**config.mk**
```make
export PLATFORM = sky130hd
export DESIGN_NAME = dma_wr_burst_master
export DESIGN_NICKNAME = d
export VERILOG_FILES = /design/src/rtl/dma_pkg.sv /design/src/rtl/dma_wr_burst_master.sv
export SDC_FILE = /design/constraint.sdc
export NUM_CORES = 1
export LEC_CHECK = 0
export BUFFER_PORTS_ARGS = -buffer_cell sky130_fd_sc_hd__buf_4
export CAP_MARGIN = 20
export CORE_AREA = 2 2 249 251
export DETAILED_ROUTE_END_ITERATION = 12
export DIE_AREA = 0 0 251 253
export HOLD_SLACK_MARGIN = 0.02
export SYNTH_ARGS = -nofsm -noshare
export SYNTH_HDL_FRONTEND = slang
export SYNTH_SLANG_ARGS = --single-unit
```
**constraint.sdc**
```tcl
create_clock -name clk -period 7.9 [get_ports clk]
set_input_delay 0.79 -clock clk [delete_from_list [all_inputs] [get_ports clk]]
set_output_delay 0.79 -clock clk [all_outputs]
set_load 0.01 [all_outputs]
```
**src/rtl/dma_pkg.sv**
```systemverilog
// Shared types and helpers for the DMA write-side burst master.
// Beat size is fixed at 32 bytes, so byte counts convert to beats with a shift.
package dma_pkg;

    typedef enum logic [1:0] {
        StIdle,
        StSetup,
        StWrite,
        StDone
    } state_e;

    localparam int unsigned BEAT_BYTES = 32;
    localparam int unsigned BEAT_SHIFT = 5;

    function automatic int unsigned beats_from_bytes(input int unsigned nbytes);
        return (nbytes + BEAT_BYTES - 1) >> BEAT_SHIFT;
    endfunction

    // A tail of 0 means the last beat is full.
    function automatic logic [BEAT_BYTES-1:0] tail_be_mask(input logic [BEAT_SHIFT-1:0] tail);
        logic [BEAT_BYTES-1:0] one;
        one = BEAT_BYTES'(1);
        if (tail == '0) begin
            return '1;
        end
        return (one << tail) - one;
    endfunction

endpackage

```
**src/rtl/dma_wr_burst_master.sv**
```systemverilog
// Write-side Avalon-MM burst master: splits one DMA write command into bursts of at most
// MAX_BURST beats and passes the data stream straight through to the fabric.
module dma_wr_burst_master
    import dma_pkg::*;
#(
    parameter int unsigned DATA_W    = 256,
    parameter int unsigned ADDR_W    = 32,
    parameter int unsigned BCOUNT_W  = 11,
    parameter int unsigned MAX_BURST = 8,
    parameter int unsigned BURST_W   = 4
) (
    input  logic                clk,
    input  logic                reset,
    input  logic                cmd_valid_i,
    output logic                cmd_ready_o,
    input  logic [ADDR_W-1:0]   cmd_addr_i,
    input  logic [BCOUNT_W-1:0] cmd_bcount_i,
    input  logic                data_valid_i,
    input  logic [DATA_W-1:0]   data_i,
    output logic                data_ready_o,
    output logic                avm_write_o,
    output logic [ADDR_W-1:0]   avm_address_o,
    output logic [BURST_W-1:0]  avm_burstcount_o,
    output logic [DATA_W-1:0]   avm_writedata_o,
    output logic [DATA_W/8-1:0] avm_byteenable_o,
    input  logic                avm_waitrequest_i,
    output logic                done_o,
    output logic                busy_o
);

    localparam int unsigned BE_W   = DATA_W / 8;
    localparam int unsigned BEAT_W = BCOUNT_W - 4;

    state_e                  state_q;
    logic [ADDR_W-1:0]       addr_q;
    logic [ADDR_W-1:0]       avm_address_q;
    logic [BEAT_W-1:0]       remaining_q;
    logic [BURST_W-1:0]      burst_len_q;
    logic [BURST_W-1:0]      beat_cnt_q;
    logic [BEAT_SHIFT-1:0]   tail_q;

    logic                    in_write;
    logic                    xfer;
    logic                    last_cmd_beat;
    logic [BEAT_W-1:0]       next_len;

    assign in_write      = (state_q == StWrite);
    assign xfer          = in_write && data_valid_i && !avm_waitrequest_i;
    assign last_cmd_beat = (remaining_q == BEAT_W'(1));
    assign next_len      = (remaining_q > BEAT_W'(MAX_BURST)) ? BEAT_W'(MAX_BURST) : remaining_q;

    always_ff @(posedge clk) begin
        if (reset) begin
            state_q       <= StIdle;
            addr_q        <= '0;
            avm_address_q <= '0;
            remaining_q   <= '0;
            burst_len_q   <= '0;
            beat_cnt_q    <= '0;
            tail_q        <= '0;
        end else begin
            unique case (state_q)
                StIdle: begin
                    if (cmd_valid_i) begin
                        addr_q      <= cmd_addr_i & ~ADDR_W'(BEAT_BYTES - 1);
                        remaining_q <= BEAT_W'(beats_from_bytes(32'(cmd_bcount_i)));
                        tail_q      <= cmd_bcount_i[BEAT_SHIFT-1:0];
                        state_q     <= StSetup;
                    end
                end
                StSetup: begin
                    // A zero-byte command passes through here so done lands two cycles after accept.
                    if (remaining_q == '0) begin
                        state_q <= StDone;
                    end else begin
                        avm_address_q <= addr_q;
                        burst_len_q   <= BURST_W'(next_len);
                        beat_cnt_q    <= BURST_W'(next_len);
                        addr_q        <= addr_q + (ADDR_W'(next_len) << BEAT_SHIFT);
                        state_q       <= StWrite;
                    end
                end
                StWrite: begin
                    if (xfer) begin
                        remaining_q <= remaining_q - BEAT_W'(1);
                        beat_cnt_q  <= beat_cnt_q - BURST_W'(1);
                        if (beat_cnt_q == BURST_W'(1)) begin
                            state_q <= last_cmd_beat ? StDone : StSetup;
                        end
                    end
                end
                StDone: begin
                    state_q <= StIdle;
                end
                default: begin
                    state_q <= StIdle;
                end
            endcase
        end
    end

    assign cmd_ready_o      = (state_q == StIdle);
    assign busy_o           = (state_q != StIdle);
    assign done_o           = (state_q == StDone);
    assign data_ready_o     = in_write && !avm_waitrequest_i;
    assign avm_write_o      = in_write && data_valid_i;
    assign avm_address_o    = avm_address_q;
    assign avm_burstcount_o = burst_len_q;
    assign avm_writedata_o  = in_write ? data_i : '0;

    always_comb begin
        avm_byteenable_o = '0;
        if (in_write) begin
            avm_byteenable_o = last_cmd_beat ? BE_W'(tail_be_mask(tail_q)) : '1;
        end
    end

endmodule

```
# Yosys cells after proc, flatten, opt, wreduce, memory -nomap -nowiden
# Cells that the tools add are included.
# totals
reg_bits,86
inputBits,304
output_inout_bits,329
# op_classes
n_addsub,6
order_cmp,1
eq_ne,9
shifts,1
n_mux,23
n_bitwise,1
reduce_logical,17
# op_table
op,n
2-to-1 mux 256 bit,1
2-to-1 mux 32 bit,6
case mux 32 bit (2 select lines),1
adder 32 x 12 -> 32 bit,1
"<< shifter 1 x 5 -> 32 bit, first input constant",1
"subtractor 32 x 1 -> 32 bit, second input constant",1
2-to-1 mux 7 bit,3
case mux 7 bit (2 select lines),1
"adder 11 x 6 -> 12 bit, second input constant",1
AND reduction 3 bit,4
"subtractor 12 x 1 -> 12 bit, second input constant",1
2-to-1 mux 2 bit,4
2-to-1 mux 4 bit,2
case mux 2 bit (4 select lines),1
case mux 4 bit (2 select lines),1
nonzero test 2 bit,4
"== test 7 x 1 -> 1 bit, second input constant",1
"> comparator 7 x 4 -> 1 bit, second input constant",1
logical NOT 7 bit,1
"subtractor 7 x 1 -> 7 bit, second input constant",1
logical NOT 5 bit,1
"== test 2 bit, second input constant",2
"== test 4 x 1 -> 1 bit, second input constant",1
"inequality test 2 x 1 -> 1 bit, second input constant",2
9 further kinds,15

# Depth between registers and ports, before layout
# Gate-level depths: netlist (run 1).
# depth
word_depth,6
mapped_depth,14
ltp_nobuf,14

# Worst setup path before layout (run 1)
# OpenSTA, ideal clock, no wires.
# synth_timing
kind,register to output
from,register tail_q[3]
to,output avm_byteenable_o[12]
arrival_time_ns,2.285
required_time_ns,7.110
setup_slack_ns,4.825
stages_incl_launch_ff,10
n_path_buf,1
cell_sequence,dfxtp_1 > nor3_1 > nand3b_1 > ha_1 > or2_2 > clkbuf_1 > nor3_1 > a21oi_1 > or2_2 > a31oi_1
# synth_via
elab_chain_cells,6
# synth_rtl
item,line_no,rtl
start: declaration,dma_wr_burst_master.sv:40,logic [BEAT_SHIFT-1:0] tail_q;
start signal: assignment,dma_wr_burst_master.sv:67,tail_q <= cmd_bcount_i[BEAT_SHIFT-1:0];
"parallel branches: the longest is 3 deep, another holds subtractor 32 x 1 -> 32 bit",-,
2-to-1 mux 32 bit (*),dma_pkg.sv:26,return (one << tail) - one;
2-to-1 mux 32 bit (*),dma_wr_burst_master.sv:114,avm_byteenable_o = last_cmd_beat ? BE_W'(tail_be_mask(tail_q)) : '1;
2-to-1 mux 32 bit (*),dma_wr_burst_master.sv:113,if (in_write) begin
end: declaration,dma_wr_burst_master.sv:25,"output logic [DATA_W/8-1:0] avm_byteenable_o,"
# Mark *: on every way between the ends. The select of a mux whose other input is x is not followed.

# Final worst setup path (run 1)
# layout_timing
from,register tail_q[4]
to,output avm_byteenable_o[12]
# The elaborated chain is that of the path after synthesis.

==> run_results.csv, run 1 <==
group,metric,value,unit
clock_tree,clk_pin_slew,70,ps
floorplanning,die_w,251,um
worst_setup_path,cp_slowest_cell,"dfxtp_1",
logic_synthesis,yosys.area_share.adder,2.56,%
power_and_ir_drop,peakVddDrop,0.0817,mV
timing,fmax,230,MHz
drt,ant_nets,0,
clock_tree,cts_root_buf,"clkbuf_16",
logic_synthesis,synth_seq_cells,76,
layout,fillerInstances,7016,
drt,highest_layer,"met5",
logic_synthesis,postSynthAreaPerCell,6.73,um^2
logic_synthesis,synth_edf_count,0,
logic_synthesis,synthArstFlopShare,0,%
floorplanning,boundaryPins,633,
clock_tree,numCtsBuffers,9,
worst_setup_path,cp-start-kind,"flop",
grt,antenna_found_initial,51,
logic_synthesis,yosys_warnings,0,
layout,layout_commonest_cell,"buf_4",
timing,hold-worst-slack,457,ps
run_status,status,"complete, no violations",
worst_setup_path,crit_fanout,29,
layout,design_area,12400,um^2
worst_setup_path,critPathCaptureType,"output port",
clock_tree,ctsResizeCount,0,
logic_synthesis,synth_top_family_by_area,"simple AND/OR/NAND/NOR gates",
worst_hold_path,hp-class,"reg -> reg",
worst_setup_path,cpPeakStageDelay,620,ps
power_and_ir_drop,netSwitchingPower,739,uW
timing,tightest_slew,1030,ps
layout,stdcell_count,2348,
timing,setup_viol_count_final,0,
drt,wl_met3,8650,um
floorplanning,core_region_area,61000,um^2
grt,grt_use_total,19.3,%
clock_tree,clock-sinks,76,
drt,wl_met2,32400,um
worst_setup_path,critPathArrivalTime,3550,ps
layout,syn2layout_area_growth,85.9,%
worst_setup_path,crit_type,"reg -> out",
clock_tree,htree_num_levels,3,
grt,gr-total-overflow,0,
worst_setup_path,critPathTopFamily,"simple AND/OR/NAND/NOR gates",
clock_tree,cts_tree,"yes",
logic_synthesis,synth_area,6650,um^2
power_and_ir_drop,p_comb_share,49.1,%
drt,vias_per_cell,4.04,
drt,dr.first_iter.drc_count,595,
timing,rsz0062_at_grt,"false",
timing,tns,0,ps
floorplanning,die_area,63500,um^2
place,place_congestion,0.858,
worst_setup_path,crit_buf_inv,1,
logic_synthesis,synth_cells,987,
logic_synthesis,synth_xor_xnor_area_share,1.19,%
drt,vias,9476,
floorplanning,row_count,91,
power_and_ir_drop,powerDensity,146,nW/um^2
place,place_inst,2325,
run,maxCapViolations,0,
drt,wirelength,63900,um
timing,hold_violations,0,
logic_synthesis,synth-compound-area-share,21.1,%
timing,period_needed,4340,ps
power_and_ir_drop,p_leak,5.76,nW
logic_synthesis,synth-simple-area-share,44.6,%
power_and_ir_drop,switching_share,40.9,%
timing,slew_viol_final,0,
floorplanning,start_util,10.9,%
place,portBuffers,622,
drt,route.detailed.drc,0,
layout,final_nets,1864,
power_and_ir_drop,internal_power,1.07,mW
timing,fin_ws,3560,ps
place,post-place-ws,3990,ps
place,placed_cell_area,12000,um^2
logic_synthesis,yosys.cell_types.count,68,
grt,grt_pass1_wl,81800,um
floorplanning,die_h,253,um
timing,fin_crit_sh,55.0,%
layout,layout_common_cells,"buf_4, and2_1, nand2_1",
worst_setup_path,path_cells,"nor3_1, nand3b_1, ha_1, or2_2, nor3_1, a21oi_1, or2_2, a31oi_1, buf_4",
place,dp_hpwl,55200,um
worst_setup_path,cp_data_required_time,7110,ps
grt,grt_pass1_vias,8832,
timing,finalClockSkew,10.5,ps
logic_synthesis,synthFlopType,"dfxtp_1",
logic_synthesis,ys_seq_area_share,22.9,%
clock_tree,clock_latency,340,ps
clock_tree,cts_setup_buffers,0,
clock_tree,clock_path_buffers,2,
clock_tree,cts.hold.buffers_added,0,
power_and_ir_drop,p_clk_share,24.0,%
drt,first_pass_iters,5,
power_and_ir_drop,power_frac_seq,26.9,%
drt,wl_per_cell,27.2,um
layout,drive_gt1_share,42.9,%
timing,relSlewSlack,31.3,%
drt,wl_met1,21600,um
logic_synthesis,synthMuxAreaShare,0.923,%
grt,grt_start_max_net_pins,192,
## cell usage after synthesis, drive strengths merged (5+ instances only)
master | instances | area [um^2]
a31oi | 18 | 113
clkbuf | 72 | 270
nand2 | 120 | 453
o31ai | 5 | 37.5
mux2i | 5 | 50.1
dfxtp | 76 | 1520
a22oi | 7 | 52.6
and3 | 8 | 51.3
nand4 | 5 | 31.3
nand3 | 21 | 105
a211oi | 14 | 105
nor2 | 60 | 228
ha | 12 | 150
nand2b | 9 | 56.3
o21ai | 40 | 200
nor3 | 18 | 90.1
inv | 16 | 60.1
or2 | 5 | 31.3
o22ai | 7 | 43.8
a21oi | 96 | 484
nor2b | 12 | 75.1
o211ai | 6 | 45.0
nor4 | 5 | 31.3
xnor2 | 5 | 43.8
buf | 15 | 106
and2 | 266 | 1670
## final timing paths
| check | startpoint | end | slack (ps) | cells past startpoint |
|---|---|---|---|---|
| worst max register to register | remaining_q[4] | addr_q[25] | 4200 | 12 |
| worst min-delay path | avm_address_o[5] | avm_address_o[5] | 460 | 2 |
| worst min register to register | avm_address_o[5] | avm_address_o[5] | 460 | 2 |
| worst max-delay path | tail_q[4] | avm_byteenable_o[12] | 3560 | 9 |
## power by group through the flow
stage	Clock, mW	Sequential, mW	Combinational (mW)
floorplan	0	0.462	0.460
global placement	0	0.492	0.880
detailed placement	0	0.492	0.878
CTS	0.441	0.484	0.885
global route	0.459	0.492	0.969
finish	0.433	0.485	0.886
## cells by family after synthesis
| logic type | count (synthesis) |
|---|---|
| adder cells (fa/ha/maj) | 13 |
| other | 1 |
| AO/OA/AOI/OAI | 230 |
| multiplexers | 6 |
| AND/OR/NAND/NOR | 547 |
| flip-flops | 76 |
| XOR/XNOR | 9 |
| buffers and inverters | 105 |
## per-stage QoR
step	total power, mW	utilization, %
global placement	1.37	19.7
finish	1.80	20.2
floorplan	0.923	-
CTS	1.81	20.2
detailed placement	1.37	19.7
global route	1.92	20.2
## state kept, by name, indices dropped and copies added (netlist names)
| register | count |
|---|---|
| addr_q | 27 |
| avm_address_o | 27 |
| avm_burstcount_o | 4 |
| beat_cnt_q | 4 |
| remaining_q | 7 |
| state_q | 2 |
| tail_q | 5 |
## metal layers
layer  GRT usage [%]  up-vias
met5               0        -
met4            3.84        2
met3            10.9      112
met2            34.5      504
met1            19.5     4399
li1                -     4459
## worst reg2reg max path: cells and delay by family, from the launching register on
family | cells | cell delay (ps)
fa+ha+maj | 2 | 620
compound gates | 4 | 970
simple gates | 5 | 1610
buf+inv | 1 | 50
flops | 1 | 360
## layout make-up
class	count	area [um^2]	area share [%]
multi-input cells	813	4710	38.1
inverters	17	68.8	0.557
clock buffers	10	229	1.85
clock inverters	6	73.8	0.597
repair buffers	630	4750	38.4
well taps	790	988	8.00
diodes	6	15.0	0.122
flip-flops and latches	76	1520	12.3
Power figures use the tool's default switching activity.
==> run 2, diff against run 1 <==
==> constraint.sdc (replaced) <==
create_clock -name clk -period 3.5 [get_ports clk]
set_input_delay 0.35 -clock clk [delete_from_list [all_inputs] [get_ports clk]]
set_output_delay 0.35 -clock clk [all_outputs]
set_load 0.01 [all_outputs]
==> run_results.csv, run 2 (same netlist as run 1, synthesis figures left out) <==
group,metric,value,unit
run_status,status,"complete, no violations",
clock_tree,clk_pin_slew,70,ps
drt,wl_per_cell,27.0,um
layout,layout_common_cells,"buf_4, and2_1, nand2_1",
timing,finalClockSkew,7.26,ps
place,place_congestion,0.882,
power_and_ir_drop,p_leak,5.87,nW
clock_tree,clock-sinks,76,
timing,fin_crit_sh,90.7,%
timing,tns,0,ps
floorplanning,row_count,91,
timing,setup_viol_count_final,0,
layout,final_nets,1883,
layout,drive_gt1_share,43.7,%
worst_setup_path,r2r-start,"remaining_q[0]",
floorplanning,die_h,253,um
layout,multi_input_area,4710,um^2
layout,syn2layout_area_growth,88.4,%
grt,grt_pass1_vias,8933,
grt,gr-total-overflow,0,
floorplanning,die_area,63500,um^2
floorplanning,die_w,251,um
floorplanning,start_util,10.9,%
grt,grt_use_total,19.2,%
run,maxCapViolations,0,
power_and_ir_drop,powerDensity,334,nW/um^2
layout,fillerInstances,7040,
clock_tree,numCtsBuffers,9,
floorplanning,boundaryPins,633,
timing,fmax,315,MHz
drt,dr.first_iter.drc_count,593,
drt,wirelength,63900,um
worst_setup_path,critPathCaptureType,"flop",
worst_setup_path,crit_fanout,6,
worst_hold_path,min_from,"cmd_bcount_i[4]",
drt,first_pass_iters,4,
clock_tree,clock_path_buffers,2,
clock_tree,cts_tree,"yes",
timing,hold_violations,0,
floorplanning,core_region_area,61000,um^2
place,dp_hpwl,56100,um
layout,stdcell_count,2367,
drt,ant_nets,0,
timing,fin_ws,325,ps
worst_setup_path,cp-start-kind,"flop",
place,portBuffers,622,
worst_setup_path,cp_data_required_time,3770,ps
clock_tree,htree_num_levels,3,
worst_setup_path,critPathArrivalTime,3450,ps
timing,relSlewSlack,37.9,%
layout,design_area,12500,um^2
layout,regArea,1520,um^2
power_and_ir_drop,p_total,4.18,mW
grt,grt_pass1_wl,81800,um
clock_tree,cts.hold.buffers_added,0,
drt,vias,9418,
worst_hold_path,hp-class,"in -> reg",
grt,antenna_found_initial,36,
grt,grt_start_max_net_pins,87,
worst_setup_path,startpoint,"remaining_q[0]",
timing,rsz0062_at_grt,"false",
clock_tree,cts_root_buf,"clkbuf_16",
worst_setup_path,crit_type,"reg -> reg",
timing,tightest_slew,931,ps
drt,vias_per_cell,3.98,
layout,layout_commonest_cell,"buf_4",
timing,period_needed,3180,ps
clock_tree,clock_latency,340,ps
power_and_ir_drop,peakVddDrop,0.266,mV
drt,route.detailed.drc,0,
place,placed_cell_area,12200,um^2
place,post-place-ws,301,ps
place,place_inst,2343,
timing,slew_viol_final,0,
run 2: metrics by stage:
step                utilization, %  hold WS [ps]
finish                        20.5           268
global route                  20.5           261
CTS                           20.5           254
detailed placement            19.9           448
global placement              19.9           446
floorplan                        -           446
run 2: layer usage:
layer | GRT usage [%] | vias to the layer above | wire (um)
met2 | 34.8 | 468 | 32500
li1 | - | 4484 | -
met3 | 11.1 | 90 | 8670
met1 | 19.3 | 4374 | 21700
met4 | 3.18 | 2 | 1050
met5 | 0 | - | 13
run 2: final timing paths:
kind	endpoint	slack, ps	depth (start not counted)
min	tail_q[4]	270	3
max reg2reg	addr_q[25]	320	14
max	addr_q[25]	320	14
min reg2reg	avm_address_o[24]	450	2
run 2: final cells by class:
class	instances	share of cell area, %
repair buffers	649	39.1
multi-input cells	813	37.6
flip-flops and latches	76	12.2
well taps	790	7.90
clock buffers	9	1.80
clock inverters	6	0.700
inverters	17	0.550
diodes	7	0.140
run 2: repair_timing:
item	in CTS	in global routing
buffers inserted	0	2
endpoints found under the setup margin	0	5
endpoints found under the hold margin	0	0
gates resized for setup	0	2
run 2: where the power goes:
group / internal, mW / switching [mW] / total, mW / leakage (nW)
Sequential: 0.954 / 0.117 / 1.07 / 0.621
Combinational: 0.933 / 1.15 / 2.09 / 5.09
Clock: 0.623 / 0.403 / 1.03 / 0.156
Total: 2.51 / 1.67 / 4.18 / 5.87
run 2: critical path, cell delays in order (launching register included):
cell and delay, ps:
dfxtp_1 360, inv_1 90, ha_1 210, nand2b_1 110, a21oi_2 160, and2_4 170, ha_1 150, inv_1 50
fa_1 400, nor2b_1 170, o211ai_1 190, a21oi_2 230, nand2_1 130, or4_1 530, a31oi_1 160
